`src/rtl/regfile_wb_arbiter_pkg.sv`:
```
// Shared definitions for the register-file writeback arbiter.
// Provides the register bus widths, the zero-word / write-enable
// constants used by the output stage, and a small pointer helper
// shared by the arbiter and its round-robin core.
package regfile_wb_arbiter_pkg;

    // Register data bus width (RegBus) and register address width (RegAddrBus).
    localparam int REG_BUS_W      = 32;
    localparam int REG_ADDR_BUS_W = 5;

    localparam logic [REG_BUS_W-1:0] ZERO_WORD     = 32'h0000_0000;
    localparam logic                 WRITE_ENABLE  = 1'b1;
    localparam logic                 WRITE_DISABLE = 1'b0;

    typedef logic [REG_BUS_W-1:0]      reg_bus_t;
    typedef logic [REG_ADDR_BUS_W-1:0] reg_addr_bus_t;

    // Width of an index into n requesters (at least one bit).
    function automatic int idx_width(input int n);
        return (n > 1) ? $clog2(n) : 1;
    endfunction

    // Index that follows idx when counting modulo n.
    function automatic int wrap_inc(input int idx, input int n);
        return (idx + 1 >= n) ? 0 : idx + 1;
    endfunction

endpackage

```
`src/rtl/regfile_wb_arbiter_rr_arbiter.sv`:
```
// Combinational round-robin arbiter.
// Scans the request vector starting at ptr_i and wrapping modulo N;
// the first asserted request wins. Nothing is granted when en_i is low.
// Ports:
//   req_i        request vector
//   ptr_i        index that has highest priority this cycle (must be < N)
//   en_i         1 = grant allowed this cycle
//   gnt_o        one-hot grant (all zero when nothing granted)
//   gnt_idx_o    binary index of the winner (0 when nothing granted)
//   gnt_valid_o  1 = some requester was granted
module rr_arbiter
    import regfile_wb_arbiter_pkg::*;
#(
    parameter int N = 3,
    localparam int PW = idx_width(N)
) (
    input  logic [N-1:0]  req_i,
    input  logic [PW-1:0] ptr_i,
    input  logic          en_i,
    output logic [N-1:0]  gnt_o,
    output logic [PW-1:0] gnt_idx_o,
    output logic          gnt_valid_o
);

    // Priority scan from the pointer, wrapping once around the vector.
    always_comb begin
        int  idx;
        logic found;
        gnt_o       = '0;
        gnt_idx_o   = '0;
        gnt_valid_o = 1'b0;
        found       = 1'b0;
        idx         = 0;
        for (int k = 0; k < N; k++) begin
            idx = int'(ptr_i) + k;
            if (idx >= N) begin
                idx = idx - N;
            end else begin
                idx = idx;
            end
            if (!found && en_i && req_i[idx]) begin
                gnt_o[idx] = 1'b1;
                gnt_idx_o  = PW'(idx);
                found      = 1'b1;
            end else begin
                found = found;
            end
        end
        gnt_valid_o = found;
    end

endmodule

```
`src/rtl/regfile_wb_arbiter.sv`:
```
// Register-file writeback arbiter.
// Shares the single regfile write port between NUM_REQ writeback
// requesters using round-robin arbitration with a valid/ready handshake.
// The winning write is registered and presented on wb_* one cycle later;
// the same registered write is exported on pend_* for decode bypassing.
// Ports:
//   clk_i          clock, all state on rising edge
//   rst_i          asynchronous active-high reset
//   stall_i        1 = grant nothing this cycle
//   req_valid_i    per-requester write pending
//   req_ready_o    one-hot grant (transfer when valid & ready)
//   req_addr_i     packed destinations, requester i at [i*ADDR_W +: ADDR_W]
//   req_data_i     packed data, requester i at [i*DATA_W +: DATA_W]
//   wb_we_o        regfile write enable
//   wb_waddr_o     regfile write address
//   wb_wdata_o     regfile write data
//   pend_valid_o   in-flight write targets a nonzero register (= wb_we_o)
//   pend_addr_o    in-flight write address (= wb_waddr_o)
//   grant_idx_o    index of the last accepted requester
module regfile_wb_arbiter
    import regfile_wb_arbiter_pkg::*;
#(
    parameter int NUM_REQ = 3,
    parameter int DATA_W  = REG_BUS_W,
    parameter int ADDR_W  = REG_ADDR_BUS_W,
    localparam int GW = idx_width(NUM_REQ)
) (
    input  logic                      clk_i,
    input  logic                      rst_i,
    input  logic                      stall_i,
    input  logic [NUM_REQ-1:0]        req_valid_i,
    output logic [NUM_REQ-1:0]        req_ready_o,
    input  logic [NUM_REQ*ADDR_W-1:0] req_addr_i,
    input  logic [NUM_REQ*DATA_W-1:0] req_data_i,
    output logic                      wb_we_o,
    output logic [ADDR_W-1:0]         wb_waddr_o,
    output logic [DATA_W-1:0]         wb_wdata_o,
    output logic                      pend_valid_o,
    output logic [ADDR_W-1:0]         pend_addr_o,
    output logic [GW-1:0]             grant_idx_o
);

    logic                 arb_en_s;
    logic [NUM_REQ-1:0]   gnt_s;
    logic [GW-1:0]        gnt_idx_s;
    logic                 gnt_valid_s;
    logic [ADDR_W-1:0]    sel_addr_s;
    logic [DATA_W-1:0]    sel_data_s;

    logic [GW-1:0]        ptr_q,       ptr_d;
    logic                 we_q,        we_d;
    logic [ADDR_W-1:0]    waddr_q,     waddr_d;
    logic [DATA_W-1:0]    wdata_q,     wdata_d;
    logic [GW-1:0]        grant_idx_q, grant_idx_d;

    // Arbitration is suppressed by stall and while reset is held, so ready
    // depends only on valid, pointer, stall and reset.
    always_comb begin
        arb_en_s = ~rst_i & ~stall_i;
    end

    rr_arbiter #(
        .N (NUM_REQ)
    ) u_rr_arbiter (
        .req_i       (req_valid_i),
        .ptr_i       (ptr_q),
        .en_i        (arb_en_s),
        .gnt_o       (gnt_s),
        .gnt_idx_o   (gnt_idx_s),
        .gnt_valid_o (gnt_valid_s)
    );

    // Mux the winning requester's address and data.
    always_comb begin
        sel_addr_s = req_addr_i[int'(gnt_idx_s)*ADDR_W +: ADDR_W];
        sel_data_s = req_data_i[int'(gnt_idx_s)*DATA_W +: DATA_W];
    end

    // Next state of the output stage and round-robin pointer.
    always_comb begin
        ptr_d       = ptr_q;
        we_d        = WRITE_DISABLE;
        waddr_d     = waddr_q;
        wdata_d     = wdata_q;
        grant_idx_d = grant_idx_q;
        if (gnt_valid_s) begin
            // A write to x0 completes the handshake but never reaches the regfile.
            we_d        = (sel_addr_s != {ADDR_W{1'b0}}) ? WRITE_ENABLE : WRITE_DISABLE;
            waddr_d     = sel_addr_s;
            wdata_d     = sel_data_s;
            grant_idx_d = gnt_idx_s;
            ptr_d       = GW'(wrap_inc(int'(gnt_idx_s), NUM_REQ));
        end else begin
            we_d = WRITE_DISABLE;
        end
    end

    // Output stage and pointer registers; reset drops any in-flight write.
    always_ff @(posedge clk_i or posedge rst_i) begin
        if (rst_i) begin
            ptr_q       <= '0;
            we_q        <= WRITE_DISABLE;
            waddr_q     <= '0;
            wdata_q     <= DATA_W'(ZERO_WORD);
            grant_idx_q <= '0;
        end else begin
            ptr_q       <= ptr_d;
            we_q        <= we_d;
            waddr_q     <= waddr_d;
            wdata_q     <= wdata_d;
            grant_idx_q <= grant_idx_d;
        end
    end

    assign req_ready_o  = gnt_s;
    assign wb_we_o      = we_q;
    assign wb_waddr_o   = waddr_q;
    assign wb_wdata_o   = wdata_q;
    assign pend_valid_o = we_q;
    assign pend_addr_o  = waddr_q;
    assign grant_idx_o  = grant_idx_q;

endmodule

```
`config.mk`:
```
export PLATFORM = sky130hd
export DESIGN_NAME = regfile_wb_arbiter
export DESIGN_NICKNAME = d
export VERILOG_FILES = /design/src/rtl/regfile_wb_arbiter_pkg.sv /design/src/rtl/regfile_wb_arbiter_rr_arbiter.sv /design/src/rtl/regfile_wb_arbiter.sv
export SDC_FILE = /design/constraint.sdc
export NUM_CORES = 1
export LEC_CHECK = 0
export CAP_MARGIN = 20
export CORE_AREA = 5 5 87 89
export CTS_CLUSTER_SIZE = 30
export DETAILED_ROUTE_END_ITERATION = 16
export DIE_AREA = 0 0 92 94
export PLACE_DENSITY_LB_ADDON = 0.3
export SLEW_MARGIN = 20
export SYNTH_ARGS = -nofsm -noshare
export SYNTH_HDL_FRONTEND = slang
export SYNTH_SLANG_ARGS = --single-unit
```
`constraint.sdc`:
```
create_clock -name clk_i -period 6.2 [get_ports clk_i]
set_input_delay 1.86 -clock clk_i [delete_from_list [all_inputs] [get_ports clk_i]]
set_output_delay 1.86 -clock clk_i [all_outputs]
set_load 0.01 [all_outputs]
```
# Yosys cells after proc, flatten, opt, wreduce, memory -nomap -nowiden
# Cells that the tools add are included.
# totals
in_bits,117
register_bits,42
word_cells,70
# classes
reduce_logical,11
shift,2
addsub,6
muxes,30
multipliers,1
bitwise,5
n_lt_le_gt_ge,10
# ops
operator,count
"greater-or-equal comparator 32 x 1 -> 1 bit, second input constant",3
"< comparator 32 x 4 -> 1 bit, second input constant",3
two-way mux 32 bit,3
variable part select 96 x 8 -> 32 bit,1
"greater-or-equal comparator 32 x 3 -> 1 bit, second input constant",2
"subtractor 32 x 3 -> 32 bit, second input constant",2
variable part select 15 x 6 -> 5 bit,1
two-way mux 1 bit,14
two-way mux 3 bit,3
logical AND 1 bit,8
two-way mux 2 bit,4
"adder 2 x 1 -> 3 bit, second input constant",2
binary-select mux 1 bit (select 2 bit),3
demux 1 bit (select 2 bit),3
OR 3 bit,2
"multiplier 2 x 3 -> 5 bit, second input constant",1
nonzero test 5 bit,1
"adder 2 x 2 -> 3 bit, second input constant",1
"greater-or-equal comparator 3 x 2 -> 1 bit, second input constant",1
"subtractor 2 x 2 -> 3 bit, second input constant",1
"greater-or-equal comparator 2 bit, second input constant",1
logical NOT 1 bit,2
inverter 1 bit,2
bitwise AND 1 bit,1

# Longest topological paths before layout
# Gate-level depths: netlist (run 1).
# depth
word_depth,20
mapped_depth,11

# Modules after synthesis
# A second synthesis (run 1) with hierarchy kept.
# unflattened
cells_unflattened,303
area_unflattened_um2,2677.6
# by_module_without_submodules
mod,cells_per_inst,seq_area_each_um2,instances,area_per_inst_um2
regfile_wb_arbiter,263,1051.0,1,2346.0
rr_arbiter,40,0.0,1,331.6

# Worst setup path after synthesis (run 1)
# No wires, ideal clock.
# synth_timing
path_type,in2out
start,in req_valid_i[1]
end,out req_ready_o[0]
slack_ps,1505
arrival_ps,2835
required_time_ps,4340
path_buffers,0
path_stages,5
cell_sequence,mux2i_1 > o21a_1 > and3_1 > a21oi_1 > o21ai_0
# synth_via
elab_chain_cells,13
# synth_rtl
item,line,rtl
"start, declared",regfile_wb_arbiter.sv:31,"input logic [NUM_REQ-1:0] req_valid_i,"
binary-select mux 1 bit (select 2 bit),regfile_wb_arbiter_rr_arbiter.sv:41,if (!found && en_i && req_i[idx]) begin
two-way mux 1 bit (not written as such) (2 in series),regfile_wb_arbiter_rr_arbiter.sv:41,
logical AND 1 bit,regfile_wb_arbiter_rr_arbiter.sv:41,
two-way mux 1 bit,regfile_wb_arbiter_rr_arbiter.sv:41,
logical NOT 1 bit,regfile_wb_arbiter_rr_arbiter.sv:41,
logical AND 1 bit (2 in series),regfile_wb_arbiter_rr_arbiter.sv:41,
two-way mux 1 bit,regfile_wb_arbiter_rr_arbiter.sv:41,
logical NOT 1 bit,regfile_wb_arbiter_rr_arbiter.sv:41,
logical AND 1 bit (2 in series),regfile_wb_arbiter_rr_arbiter.sv:41,
two-way mux 3 bit (*),regfile_wb_arbiter_rr_arbiter.sv:41,
"end, declared",regfile_wb_arbiter.sv:32,"output logic [NUM_REQ-1:0] req_ready_o,"
# Every way passes the cells marked *; elsewhere a longest branch is shown, timed or not. The select of a mux whose other input is x is not followed.

# Worst setup path after layout (run 1)
# Same ends and word-level chain as after synthesis.

==> results.sh, run 1 <==
export IMPL_status="finished, final reports clean"
export IMPL_grt_met2_usage_pct=31.87
export IMPL_post_synth_xor_area_fraction_pct=0
export IMPL_critPathArrivalTime_ns=4.11
export IMPL_die_width_um=92
export IMPL_critical_path_slowest_cell="clkdlybuf4s50_1"
export IMPL_post_synth_and_or_nand_nor_area_fraction_pct=8.848
export IMPL_drt_first_iter_violations=66
export IMPL_synth_top_cells_by_area="dfrtp_1, mux2i_1, a22oi_1"
export IMPL_synthArstFlopShare_pct=100.0
export IMPL_number_of_instances_on_the_worst_hold_path=1
export IMPL_cts_tree="yes"
export IMPL_post_route_min_period_ns=5.969
export IMPL_placedInstanceArea_sq_um=4210
export IMPL_final_design_area_no_fill_sq_um=4317
export IMPL_syn_mean_instance_area_sq_um=10.34
export IMPL_num_vias=2592
export IMPL_yosys_mux_area_fraction_pct=19.15
export IMPL_final_layout_size_suffix_gt1_share_pct=6.683
export IMPL_hpwlAfterDp_um=6698
export IMPL_cts_reportedPaths_clkPinSlew_ns=0.08
export IMPL_final_hold_viol_count=0
export IMPL_critPathMaxStageDelay_ns=0.57
export IMPL_top_cell_types_by_occurrence_after_synthesis="dfrtp_1, mux2i_1, o21ai_0, a22oi_1, nand2_1"
export IMPL_core_area_sq_um=6681
export IMPL_ff2ff_path_depth=8
export IMPL_synthesis_warning_total=0
export IMPL_setup_viol=0
export IMPL_groute_usage_overall_pct=19.03
export IMPL_yosysUniqueCellTypes=39
export IMPL_grt_pass1_vias=2585
export IMPL_critical_path_peak_fanout=6
export IMPL_synth_fa_ha_area_share_pct=1.945
export IMPL_max_cap_violations=0
export IMPL_floorplan_die_area_sq_um=8648
export IMPL_netlist_instances=249
export IMPL_drt_pre_antenna_iters=5
export IMPL_i_o_pins=166
export IMPL_drt_drc_violations_left=0
export IMPL_power_leakage_nw=1.673
export IMPL_endpoint_kind="primary output"
export IMPL_seq_area_frac_synth_pct=40.84
export IMPL_max_clock_freq_mhz=167.5
export IMPL_maximum_number_of_pins_on_one_net_before_global_route_repair=43
export IMPL_slew_violations=0
export IMPL_initial_standard_cell_utilization_of_the_core_pct=38.52
export IMPL_fin_setup_tns_ns=0
export IMPL_route_detailed_wl_per_inst_um=17.67
export IMPL_clkSinkCount=42
export IMPL_req_time_crit_path_ns=4.34
export IMPL_die_y_um=94
export IMPL_cts_htree_levels=2
export IMPL_most_used_routing_layer="met2"
export IMPL_groute_layer_met3_usage_pct=9.135
export IMPL_ir_drop_uv=166.3
export IMPL_synth_edff_count=0
export IMPL_antenna_violating_nets_post_route=0
export IMPL_finalCritPeriodShare_pct=96.27
export IMPL_tritoncts_num_buffers=5
export IMPL_design_final_nets=524
export IMPL_holdBufCountCts=0
export IMPL_synth_compound_area_share_pct=22.70
export IMPL_synth_largest_type_area_fraction_pct=40.84
export IMPL_grt_antenna_before_repair=0
export IMPL_tightest_slew_ns=0.9108
export IMPL_synth_most_common_cell="dfrtp_1"
export IMPL_power_per_cell_area_nw_per_um2=381.1
export IMPL_drt_total_wl_um=8550
export IMPL_port_buffers=165
export IMPL_holdCritPathClass="flip-flop to flip-flop"
export IMPL_rsz0062_at_grt="no"
export IMPL_post_cts_resized=0
export IMPL_cts_setup_buffers=0
export IMPL_grtUsageMet1_pct=21.83
export IMPL_synth_top_family_by_area="compound AO/OA/AOI/OAI gates"
export IMPL_insertedDiodeCount=0
export IMPL_setup_worst_path_start_class="primary input"
export IMPL_first_pass_grt_wire_length_um=13070
export IMPL_maxSlewHeadroom_pct=39.19
export IMPL_post_synth_top_area_cell="dfrtp_1"
export IMPL_mappedNetlistNets=370
export IMPL_gpl_congestion=0.9794
export IMPL_grt_overflow_total=0
export IMPL_synth_seq_cells=42
export IMPL_cts_root_buf="clkbuf_8"
export IMPL_worst_path_cell_trace="clkdlybuf4s50_1 > mux2i_1 > o21ai_0 > nor4_1 > nand2_1 > o21ai_0 > clkdlybuf4s50_1"
export IMPL_total_number_of_placement_rows=30
export IMPL_clock_latency_ns=0.29
export IMPL_vias_per_cell=5.355
export IMPL_mappedNetlistArea_sq_um=2574
export IMPL_setup_worst_path_class="primary input to primary output"
export IMPL_clock_tree_buffer_depth=2
export IMPL_synth_main_ff_cell="dfrtp_1"
export IMPL_clock_skew_final_ns=0.005829
export IMPL_area_added_between_synthesis_and_finish_pct=67.72
power by group:
part           switching [mW]  internal (mW)
Sequential             0.0798          0.408
Clock                  0.0912          0.121
Combinational           0.432          0.513
Total                   0.603           1.04
through the flow:
stage | total power, mW | std cells | hold WS, ns | utilization [%] | setup WS, ns
floorplan | 0.9829 | 249 | 0.5017 | - | 1.505
global placement | 1.418 | 476 | 0.4597 | 63.02 | 0.4688
detailed placement | 1.443 | 476 | 0.4696 | 63.02 | 0.3343
CTS | 1.660 | 484 | 0.4883 | 64.61 | 0.3288
global route | 1.761 | 484 | 0.5120 | 64.61 | 0.1750
finish | 1.645 | 484 | 0.4852 | 64.61 | 0.2311
metal layers:
| layer | routed length (um) | part of all wire, % | up-vias |
|---|---|---|---|
| met5 | 0 | 0 | - |
| met4 | 121 | 1.4 | 0 |
| met3 | 1034 | 12 | 8 |
| met2 | 4060 | 47 | 134 |
| met1 | 3334 | 39 | 1211 |
| li1 | - | - | 1239 |
cells by family after synthesis:
group,after synthesis
AO/OA/AOI/OAI,89
multiplexers,48
flip-flops,42
AND/OR/NAND/NOR,39
buffers and inverters,27
adder cells (fa/ha/maj),4
critical path, delay by kind of cell:
kind / cells / cell delay [ns]
AND/OR/NAND/NOR: 2 / 0.52
AO/OA/AOI/OAI: 2 / 0.30
multiplexers: 1 / 0.40
buffers and inverters: 2 / 1.02
cells in the final DEF (no fill, tap or decap), drive strengths merged, types with 3 or more instances in the layout:
master,synthesis,final
mux2,10,10
a21oi,4,4
o22ai,3,3
mux2i,38,38
dfrtp,42,42
clkdlybuf4s50,0,165
inv,6,6
nand3,3,3
and3,3,3
ha,4,4
o21a,3,3
clkbuf,9,7
a22oi,26,26
o21ai,43,43
nor2b,3,3
nand4,3,3
nor2,3,3
buf,12,3
nand2,14,14
final timing paths:
path,slack [ns],to,startpoint
worst max register to register,2.91,pend_valid_o$_DFF_PP0_,ptr_q[1]$_DFFE_PP0P_
max in group asynchronous,3.46,pend_addr_o[1]$_DFFE_PP0P_,rst_i
worst max-delay path,0.23,req_ready_o[0],req_valid_i[1]
min in group asynchronous,2.16,grant_idx_o[0]$_DFFE_PP0P_,rst_i
worst min-delay path,0.49,grant_idx_o[1]$_DFFE_PP0P_,grant_idx_o[1]$_DFFE_PP0P_
worst min register to register,0.49,grant_idx_o[1]$_DFFE_PP0P_,grant_idx_o[1]$_DFFE_PP0P_
flip-flops by register name, indices dropped and copies added (netlist names):
register      count
pend_valid_o      1
wb_wdata_o       32
pend_addr_o       5
grant_idx_o       2
ptr_q             2
final cells by class:
cell class / instances / area [sq um]
Clock buffer: 7 / 76.32
Clock inverter: 1 / 30.03
Fill cell: 584 / 2365
Inverter: 6 / 22.52
Multi-Input combinational cell: 180 / 1363
Sequential cell: 42 / 1051
Tap cell: 80 / 100.1
Timing Repair Buffer: 168 / 1674
Power figures use the tool's default switching activity.
==> run 2, diff against run 1 <==
Settings changed: CORE_AREA 5 5 87 89 to 5 5 95 97, DIE_AREA 0 0 92 94 to 0 0 100 102.
Clock period 6.2 ns to 5.1 ns, I/O delays scaled along.
==> run 2 against run 1 <==
- cell count rose by 5.8%
- combinational power rose by 24%
- utilization fell by 9.8 points
- first-iteration DRC count fell by 11%
- register-to-register slack got worse by 0.89 ns
- power rose by 23%
- via count fell by 0.96%
- critical endpoint is now req_ready_o[1]
- highest routed layer unchanged
==> results.sh, run 2 (synthesis gave the netlist of run 1 again) <==
export IMPL_clkSinkCount=42
export IMPL_max_clock_freq_mhz=199.5
export IMPL_total_number_of_placement_rows=33
export IMPL_drt_first_iter_violations=59
export IMPL_setup_worst_path_class="primary input to primary output"
export IMPL_drt_total_wl_um=8190
export IMPL_grt_overflow_total=0
export IMPL_cts_setup_buffers=0
export IMPL_port_buffers=165
export IMPL_setup_viol=0
export IMPL_final_layout_size_suffix_gt1_share_pct=8.354
export IMPL_critPathArrivalTime_ns=3.48
export IMPL_multi_input_gate_area_sq_um=1373
export IMPL_critical_path_peak_fanout=4
export IMPL_area_added_between_synthesis_and_finish_pct=71.41
export IMPL_layout_commonest_cell="clkdlybuf4s50_1"
export IMPL_finalCritPeriodShare_pct=98.27
export IMPL_power_sequential_fraction_pct=29.0
export IMPL_endpoint_kind="primary output"
export IMPL_final_design_area_no_fill_sq_um=4412
export IMPL_die_y_um=102
export IMPL_fin_setup_tns_ns=0
export IMPL_gpl_congestion=1.023
export IMPL_first_pass_grt_wire_length_um=12780
export IMPL_switchingPower_uw=731.1
export IMPL_cts_tree="yes"
export IMPL_post_route_min_period_ns=5.012
export IMPL_groute_usage_overall_pct=15.37
export IMPL_core_area_sq_um=8051
export IMPL_status="finished, final reports clean"
export IMPL_clock_tree_buffer_depth=2
export IMPL_ir_drop_uv=162.9
export IMPL_final_hold_viol_count=0
export IMPL_layout_common_cells="clkdlybuf4s50_1, dfrtp_1, mux2i_1"
export IMPL_holdCritPathClass="flip-flop to flip-flop"
export IMPL_design_power_total_mw=2.029
export IMPL_cts_root_buf="clkbuf_8"
export IMPL_drt_pre_antenna_iters=6
export IMPL_tritoncts_num_buffers=5
export IMPL_power_leakage_nw=1.737
export IMPL_cts_htree_levels=2
export IMPL_holdBufCountCts=0
export IMPL_setup_worst_path_start_class="primary input"
export IMPL_clock_skew_final_ns=0.008703
export IMPL_hpwlAfterDp_um=6406
export IMPL_largest_register_ff_count=32
export IMPL_slew_violations=0
export IMPL_hold_slack_ns=0.4791
export IMPL_route_detailed_wl_per_inst_um=16.00
export IMPL_comb_power_share_pct=57.8
export IMPL_max_cap_violations=0
export IMPL_rsz0062_at_grt="no"
export IMPL_post_cts_resized=0
export IMPL_finalCoreUtilization_pct=54.79
export IMPL_p_int_mw=1.298
export IMPL_power_per_cell_area_nw_per_um2=460.0
export IMPL_clock_latency_ns=0.29
export IMPL_num_vias=2567
export IMPL_vias_per_cell=5.014
export IMPL_design_final_nets=528
export IMPL_antenna_violating_nets_post_route=0
export IMPL_initial_standard_cell_utilization_of_the_core_pct=31.97
export IMPL_fillCellCount=734
export IMPL_i_o_pins=166
export IMPL_placedInstanceArea_sq_um=4284
export IMPL_req_time_crit_path_ns=3.57
export IMPL_fraction_of_power_consumed_by_the_clock_network_pct=13.1
export IMPL_grt_antenna_before_repair=0
export IMPL_ff_latch_area_sq_um=1051
export IMPL_die_width_um=100
export IMPL_floorplan_die_area_sq_um=10200
export IMPL_drt_drc_violations_left=0
export IMPL_insertedDiodeCount=0
export IMPL_grt_pass1_vias=2662
export IMPL_tightest_slew_ns=0.8896
export IMPL_maxSlewHeadroom_pct=40.69
export IMPL_maximum_number_of_pins_on_one_net_before_global_route_repair=43
export IMPL_cts_reportedPaths_clkPinSlew_ns=0.08
export IMPL_power_switching_fraction_pct=36.02
## run 2: power groups by stage
stage          combinational [mW]  sequential [mW]  clock, mW
6_report                     1.17            0.589      0.266
4_1_cts                      1.18            0.592      0.277
2_1_floorplan               0.533            0.662          0
3_3_place_gp                 1.16            0.589          0
3_5_place_dp                 1.17            0.597          0
5_1_grt                      1.27            0.613      0.292
## run 2: cell type report
cell class	count	share of cell area, %
sequential	42	23.82
tap	105	2.978
timing repair buffer	172	39.02
clock buffer	6	1.872
multi-input combinational	180	31.11
clock inverter	1	0.6807
inverter	6	0.5105
## run 2: stage by stage
stage,worst slack (ns),instances
after floorplan,1.065,249
after global placement,0.1559,505
after detailed placement,0.07213,505
after CTS,0.07572,512
after global routing,0.005473,512
final,0.08809,512
## run 2: worst max-delay path, stage by stage
cell	delay, ns
clkdlybuf4s50_1	0.47
mux2i_2	0.25
o21ai_1	0.14
nor4_2	0.37
nand2_1	0.09
nand2_1	0.09
clkdlybuf4s50_1	0.54
## run 2: path summary, 6_finish.rpt
kind | slack, ns | end | cells past startpoint | from
worst min register to register | 0.48 | grant_idx_o[1]$_DFFE_PP0P_ | 1 | grant_idx_o[1]$_DFFE_PP0P_
max in group asynchronous | 2.72 | pend_addr_o[0]$_DFFE_PP0P_ | 2 | rst_i
worst max-delay path | 0.09 | req_ready_o[1] | 7 | req_valid_i[1]
worst min-delay path | 0.48 | grant_idx_o[1]$_DFFE_PP0P_ | 1 | grant_idx_o[1]$_DFFE_PP0P_
min in group asynchronous | 1.81 | pend_addr_o[3]$_DFFE_PP0P_ | 2 | rst_i
worst max register to register | 2.02 | pend_valid_o$_DFF_PP0_ | 9 | ptr_q[0]$_DFFE_PP0P_
## run 2: routing by layer
layer,wire length [um],GRT usage [%],share of wire (%),vias up
met5,0,0,0,-
met4,62,3.109,0.76,0
met3,951,6.689,12,6
met2,3916,25.96,48,128
met1,3260,18.38,40,1187
li1,-,-,-,1246
==> run 3, diff against run 2 <==
Settings changed: GPL_TIMING_DRIVEN from default to 0.
==> run 3 against run 2 <==
- combinational power increased by 3%
- die area stayed put
- non-clock buffer count up 17
- critical path depth is the same
- sequential power barely moved
- hold slack improved by 0.0047 ns
- utilization increased by 1.1 points
- register-to-register slack improved by 0.31 ns
- wire length increased by 3.2%
- critical path type unchanged
- critical endpoint is now req_ready_o[2]
- highest routed layer unchanged
==> results.sh, run 3 (synthesis gave the netlist of run 1 again) <==
export IMPL_grt_overflow_total=0
export IMPL_groute_usage_overall_pct=16.31
export IMPL_clock_latency_ns=0.29
export IMPL_setup_worst_path_start_class="primary input"
export IMPL_clock_skew_final_ns=0.01227
export IMPL_setup_viol=0
export IMPL_total_number_of_placement_rows=33
export IMPL_groute_layer_met3_usage_pct=6.143
export IMPL_die_y_um=102
export IMPL_critical_path_peak_fanout=6
export IMPL_insertedDiodeCount=0
export IMPL_holdCritPathClass="flip-flop to flip-flop"
export IMPL_max_clock_freq_mhz=200.4
export IMPL_first_pass_grt_wire_length_um=13280
export IMPL_route_detailed_wl_per_inst_um=15.95
export IMPL_power_switching_fraction_pct=36.83
export IMPL_power_sequential_fraction_pct=29.2
export IMPL_p_int_mw=1.272
export IMPL_num_vias=2619
export IMPL_antenna_violating_nets_post_route=0
export IMPL_clkSinkCount=42
export IMPL_layout_commonest_cell="clkdlybuf4s50_1"
export IMPL_req_time_crit_path_ns=3.57
export IMPL_numPlacedInstances=520
export IMPL_cts_reportedPaths_clkPinSlew_ns=0.09
export IMPL_tritoncts_num_buffers=5
export IMPL_design_final_nets=545
export IMPL_drt_drc_violations_left=0
export IMPL_final_hold_viol_count=0
export IMPL_maximum_number_of_pins_on_one_net_before_global_route_repair=26
export IMPL_grt_antenna_before_repair=0
export IMPL_comb_power_share_pct=60.1
export IMPL_fin_cells=530
export IMPL_clock_tree_buffer_depth=2
export IMPL_critPathArrivalTime_ns=3.46
export IMPL_initial_standard_cell_utilization_of_the_core_pct=31.97
export IMPL_slew_violations=0
export IMPL_die_width_um=100
export IMPL_final_setup_worst_slack_ns=0.1095
export IMPL_area_added_between_synthesis_and_finish_pct=74.87
export IMPL_tightest_slew_ns=0.5224
export IMPL_cts_htree_levels=2
export IMPL_preCtsSetupSlack_ns=-0.1168
export IMPL_finalCritPeriodShare_pct=97.85
export IMPL_final_layout_size_suffix_gt1_share_pct=10.12
export IMPL_drt_pre_antenna_iters=4
export IMPL_floorplan_die_area_sq_um=10200
export IMPL_drt_total_wl_um=8455
export IMPL_endpoint_kind="primary output"
export IMPL_core_area_sq_um=8051
export IMPL_i_o_pins=166
export IMPL_ir_drop_uv=172.7
export IMPL_max_cap_violations=0
export IMPL_maxSlewHeadroom_pct=65.18
export IMPL_grtUsageMet1_pct=20.25
export IMPL_grt_pass1_vias=2694
export IMPL_post_route_min_period_ns=4.991
export IMPL_vias_per_cell=4.942
export IMPL_hpwlAfterDp_um=6845
export IMPL_setup_worst_path_class="primary input to primary output"
export IMPL_port_buffers=165
export IMPL_gpl_congestion=0.8533
export IMPL_most_used_routing_layer="met2"
export IMPL_largest_register_ff_count=32
export IMPL_status="finished, final reports clean"
export IMPL_power_per_cell_area_nw_per_um2=447.2
export IMPL_cts_tree="yes"
export IMPL_cts_root_buf="clkbuf_8"
export IMPL_hold_slack_ns=0.4837
export IMPL_switchingPower_uw=741.2
export IMPL_grt_met2_usage_pct=27.40
export IMPL_design_power_total_mw=2.013
export IMPL_layout_common_cells="clkdlybuf4s50_1, dfrtp_1, mux2i_1"
export IMPL_power_leakage_nw=1.757
export IMPL_fraction_of_power_consumed_by_the_clock_network_pct=10.7
export IMPL_rsz0062_at_grt="yes"
export IMPL_finalCoreUtilization_pct=55.90
export IMPL_drt_first_iter_violations=80
[run 3: cell types whose count changed in the layout (fill, tap and decap cells not counted), moves of 2 or more]
| cell | previous run | this run |
|---|---|---|
| buf_4 | 6 | 8 |
| clkbuf_1 | 0 | 10 |
| buf_8 | 0 | 3 |
| buf_2 | 0 | 2 |
[run 3: path summary, 6_finish.rpt]
path	depth (start not counted)	endpoint	slack, ns	from
min in group asynchronous	2	wb_wdata_o[25]$_DFFE_PP0P_	1.63	rst_i
worst min-delay path	2	wb_wdata_o[25]$_DFFE_PP0P_	0.48	wb_wdata_o[25]$_DFFE_PP0P_
worst max-delay path	7	req_ready_o[2]	0.11	req_valid_i[2]
worst min register to register	2	wb_wdata_o[25]$_DFFE_PP0P_	0.48	wb_wdata_o[25]$_DFFE_PP0P_
max in group asynchronous	3	wb_wdata_o[7]$_DFFE_PP0P_	2.98	rst_i
worst max register to register	10	pend_valid_o$_DFF_PP0_	2.33	ptr_q[1]$_DFFE_PP0P_
[run 3: metal layers]
metal,up-vias,part of all wire (%)
met5,-,0
li1,1287,-
met3,4,9.5
met2,117,48
met1,1211,42
met4,0,0.48
[run 3: per-stage QoR]
step                setup TNS, ns  instance area [sq um]
finish                          0                   4501
global route             -0.05559                   4501
CTS                             0                   4476
detailed placement        -0.2233                   4377
global placement         -0.03909                   4357
floorplan                       0                   2574
[run 3: area by class of cell]
type | count | area [sq um]
multi-input combinational | 180 | 1375
timing repair buffer | 168 | 1689
inverter | 6 | 22.52
sequential | 42 | 1051
fill | 747 | 3551
clock buffer | 6 | 72.57
tap | 105 | 131.4
clock inverter | 2 | 13.76
buffer | 21 | 145.1
[run 3: what timing repair did]
item / 4_1_cts / 5_1_grt
gates resized for setup: 2 / 3
pin swaps: 0 / 2
buffers inserted: 0 / 2
hold buffers: 0 / 0
setup endpoints to repair: 2 / 3
[run 3: worst max-delay path, cell delays in order]
cell and delay, ns:
clkdlybuf4s50_1 0.58, mux2i_1 0.15, o21a_1 0.24, nor2_1 0.10
a21oi_1 0.05, a211oi_1 0.24, clkdlybuf4s50_1 0.58
[run 3: power groups by stage]
stage               clock, mW  combinational (mW)  sequential (mW)
finish                  0.215                1.21            0.588
global placement            0                1.18            0.588
detailed placement          0                1.20            0.598
CTS                     0.225                1.21            0.592
global route            0.241                1.32            0.612
floorplan                   0               0.533            0.662
